### src/rtl/cond_logic_multi.sv
// rtl/cond_logic_multi.sv - conditional-execution stage: NZCV flags, condition check, write-enable gating
module cond_logic_multi #(
    parameter int FLAG_W       = 4,
    parameter bit COND_NV_EXEC = 1'b0
) (
    input  logic              clk,
    input  logic              reset,
    input  logic [3:0]        Cond,
    input  logic [FLAG_W-1:0] ALUFlags,
    input  logic [1:0]        FlagW,
    input  logic              Rd15,
    input  logic              NextPC,
    input  logic              RegW,
    input  logic              MemW,
    input  logic              Branch,
    output logic              PCWrite,
    output logic              RegWrite,
    output logic              MemWrite,
    output logic [FLAG_W-1:0] Flags,
    output logic              CondExQ
);

    logic [FLAG_W-1:0] r_flags;
    logic              r_cond_ex_q;
    logic              w_cond_ex;
    logic              w_n;
    logic              w_z;
    logic              w_c;
    logic              w_v;
    logic [1:0]        w_flag_write;
    logic              w_pcs;

    assign w_n = r_flags[3];
    assign w_z = r_flags[2];
    assign w_c = r_flags[1];
    assign w_v = r_flags[0];

    // Evaluate the instruction condition against the pre-update flags
    always_comb begin
        w_cond_ex = 1'b0;
        case (Cond)
            4'h0:    w_cond_ex = w_z;
            4'h1:    w_cond_ex = ~w_z;
            4'h2:    w_cond_ex = w_c;
            4'h3:    w_cond_ex = ~w_c;
            4'h4:    w_cond_ex = w_n;
            4'h5:    w_cond_ex = ~w_n;
            4'h6:    w_cond_ex = w_v;
            4'h7:    w_cond_ex = ~w_v;
            4'h8:    w_cond_ex = w_c & ~w_z;
            4'h9:    w_cond_ex = ~w_c | w_z;
            4'hA:    w_cond_ex = (w_n == w_v);
            4'hB:    w_cond_ex = (w_n != w_v);
            4'hC:    w_cond_ex = ~w_z & (w_n == w_v);
            4'hD:    w_cond_ex = w_z | (w_n != w_v);
            4'hE:    w_cond_ex = 1'b1;
            default: w_cond_ex = COND_NV_EXEC;
        endcase
    end

    // Flag groups are written only when this instruction's condition passes
    assign w_flag_write = FlagW & {2{w_cond_ex}};

    // Flag registers and the one-cycle-delayed condition result
    always_ff @(posedge clk) begin
        if (reset) begin
            r_flags     <= '0;
            r_cond_ex_q <= 1'b0;
        end else begin
            r_cond_ex_q <= w_cond_ex;
            if (w_flag_write[1]) r_flags[3:2] <= ALUFlags[3:2];
            if (w_flag_write[0]) r_flags[1:0] <= ALUFlags[1:0];
        end
    end

    // A write to R15 is a PC update just like a branch
    assign w_pcs = Branch | (Rd15 & RegW);

    // Architectural enables; fetch (NextPC) always advances regardless of condition
    always_comb begin
        PCWrite  = 1'b0;
        RegWrite = 1'b0;
        MemWrite = 1'b0;
        if (!reset) begin
            PCWrite  = NextPC | (w_pcs & r_cond_ex_q);
            RegWrite = RegW & r_cond_ex_q;
            MemWrite = MemW & r_cond_ex_q;
        end
    end

    assign Flags   = r_flags;
    assign CondExQ = r_cond_ex_q;

endmodule

### config.mk
export PLATFORM = sky130hd
export DESIGN_NAME = cond_logic_multi
export DESIGN_NICKNAME = d
export VERILOG_FILES = /design/src/rtl/cond_logic_multi.sv
export SDC_FILE = /design/constraint.sdc
export NUM_CORES = 1
export LEC_CHECK = 0
export BUFFER_PORTS_ARGS = -buffer_cell sky130_fd_sc_hd__buf_2
export CORE_UTILIZATION = 25
export CTS_CLUSTER_DIAMETER = 100
export CTS_CLUSTER_SIZE = 40
export DETAILED_ROUTE_END_ITERATION = 12
export SLEW_MARGIN = 20
export SYNTH_ARGS = -nofsm -noshare
export SYNTH_HDL_FRONTEND = slang
export SYNTH_SLANG_ARGS = --single-unit
export TNS_END_PERCENT = 100
### constraint.sdc
create_clock -name clk -period 2.2 [get_ports clk]
set_input_delay 0.22 -clock clk [delete_from_list [all_inputs] [get_ports clk]]
set_output_delay 0.22 -clock clk [all_outputs]
set_load 0.01 [all_outputs]
==> results.yml <==
clock_network:
  clk_latency_ns: 0.24
  clkSinkCount: 5
  ctsHoldBuffers: 0
  numCtsBuffers: 3
  post_cts_buffers: 0
  cts_buffer_depth: 2
  cts_tree: "done"
  clk_pin_slew_ns: 0.04
  cts_resized: 0
  h-tree-depth: 1
  clockRootBuffer: "clkbuf_4"
final_layout:
  nets: 97
  syn2layout_area_growth_pct: 34.09
  final.fill_count: 175
  num_antenna_cells: 0
  drive_gt1_share_pct: 40.51
worst_setup_path:
  endpoint_kind: "flop"
  arrival_ns: 1.88
  crit_path_start_kind: "flop"
  cp_max_fo: 5
  required_ns: 2.33
  critical_path_class: "reg2reg"
floorplanning:
  die_w_um: 43.97
  die_area_mm2: 0.001933
  die_h_um: 43.97
  io_pins: 25
  std_cell_rows: 14
  core_mm2: 0.001577
  start_util_pct: 27.94
timing:
  fmax_mhz: 571.1
  finalSetupViolCount: 0
  slew_headroom_pct: 77.78
  layout_min_cycle_time_ns: 1.751
  maxSlewViolCount: 0
  skew_ns: 0.001985
  tightestPinTransition_ns: 0.3298
  finalSetupTns_ns: 0
  finalCritPeriodShare_pct: 79.60
  rsz0062_at_grt: "false"
  finalHoldViolCount: 0
status:
  outcome: "finished, final reports clean"
drt:
  viasPerCell: 4.968
  routedWlPerCell_um: 10.92
  drt-total-wl_mm: 1.037
  drt_first_pass_iters: 6
  ant_nets: 0
  drtIter0Drc: 15
  drc: 0
  dr_total_vias: 472
yosys:
  synth-edff-count: 0
  ys_warn_count: 0
  async_flop_share_pct: 0
  syn_avg_cell_area_um2: 8.156
  synth.area.top_cells: "dfxtp_1, mux2i_1, nand2b_1"
  ys_ff_latch: 5
  netlist_area_um2: 440.4
  synth_top_area_share_pct: 22.73
  yosys.cell_count.top_type: "nand2b_1"
  synth.top_cells.by_count: "nand2b_1, dfxtp_1, mux2i_1, a21oi_1, nor3_1"
  ys.flop_type: "dfxtp_1"
  yosysSeqAreaShare_pct: 22.73
  synth.distinct_cells: 26
  synthCells: 54
  synth_top_cell_by_area: "dfxtp_1"
  synth.net_count: 71
worst_hold_path:
  worst_hold_path_type: "in2reg"
place:
  dpl.hpwl_um: 829
  portBuffers: 24
  place_congestion: 0.7898
flow_run:
  drv_cap: 0
power_and_ir_drop:
  power.density_mw_per_mm2: 511.3
  power_uw: 302.0
  ir_drop_v: 0.0002358
  leakage_nw: 0.2832
global_route:
  antenna_found_initial: 0
  grt_max_degree: 13
  grt_remaining_overflow: 0
  grt_pass1_wl_mm: 1.745
  grt_pass1_vias: 437
  grt_usage_pct: 12.27
logic make-up (layout without fill, tap and decap cells):
kind of cell | Yosys count | count (layout) | share of synthesized area (%)
and+or+nand+nor | 25 | 25 | 34.95
AOI/OAI and AO/OA | 12 | 12 | 21.59
muxes | 5 | 5 | 11.36
DFF | 5 | 5 | 22.73
buffers and inverters | 5 | 30 | 5.397
xor gates and xnor gates | 2 | 2 | 3.978
area by class of cell:
type	instances	area [um^2]	area share, %
multi-input cells	44	316.6	53.60
repair buffers	24	120.1	20.34
flip-flops and latches	5	100.1	16.95
inverters	2	7.507	1.271
clock buffers	4	26.28	4.449
well taps	16	20.02	3.390
power breakdown:
group	internal (mW)	switching, mW	total (mW)
Clock	0.0685	0.0357	0.104
Combinational	0.0463	0.0442	0.0905
Sequential	0.0982	0.00915	0.107
Total	0.213	0.0890	0.302
cells in the final DEF, fill, tap and decap left out:
cell type  instances
clkbuf_1           1
o221a_2            1
nand4_1            1
o221ai_2           1
nand2_1            3
o31a_2             2
or2b_1             2
and3b_1            2
o21ai_0            2
xor2_1             1
xnor2_1            1
dfxtp_1            5
clkbuf_4           3
nor4bb_1           1
a21o_1             1
mux2i_1            5
nor3_1             4
inv_1              2
nor2_1             2
a2111o_1           1
nand2b_1           6
a21oi_1            4
or3_1              2
nor3_2             1
buf_2             24
nor2b_1            1
final timing paths:
check,slack [ns],endpoint,start,cells past startpoint
worst max-delay path,0.45,Flags[3],Flags[3],6
worst min-delay path,0.25,Flags[2],ALUFlags[2],3
worst max register to register,0.45,Flags[3],Flags[3],6
worst min register to register,0.55,Flags[2],Flags[2],2
sequential cells by signal (all words and copies together) (netlist names):
name and count:
Flags 4, CondExQ 1
worst max-delay path: stages, from the launching register on:
cell and delay (ns):
dfxtp_1 0.41, xnor2_1 0.14, a2111o_1 0.44, o221ai_2 0.07, nor3_2 0.08, o31a_2 0.38
mux2i_1 0.12
metrics by stage:
| stage | cell area [um^2] | worst slack, ns | utilization, % | instances | hold slack [ns] |
|---|---|---|---|---|---|
| after detailed placement | 564.3 | 0.4387 | 35.79 | 91 | 0.4948 |
| after global routing | 590.6 | 0.3189 | 37.46 | 95 | 0.2400 |
| after global placement | 564.3 | 0.4710 | 35.79 | 91 | 0.4867 |
| final | 590.6 | 0.4489 | 37.46 | 95 | 0.2453 |
| after CTS | 590.6 | 0.4356 | 37.46 | 95 | 0.2360 |
| after floorplan | 440.4 | 0.5043 | - | 54 | 0.3747 |
layer usage:
| metal | vias up | global-route usage [%] | share of wire [%] | wire [um] |
|---|---|---|---|---|
| met5 | - | 0 | 0 | 0 |
| met4 | 0 | 9.091 | 0 | 0 |
| met3 | 0 | 1.250 | 4.1 | 42 |
| met2 | 18 | 19.10 | 49 | 506 |
| met1 | 208 | 15.54 | 47 | 487 |
| li1 | 246 | - | - | - |
No activity file was read; power rests on OpenSTA's default activity.
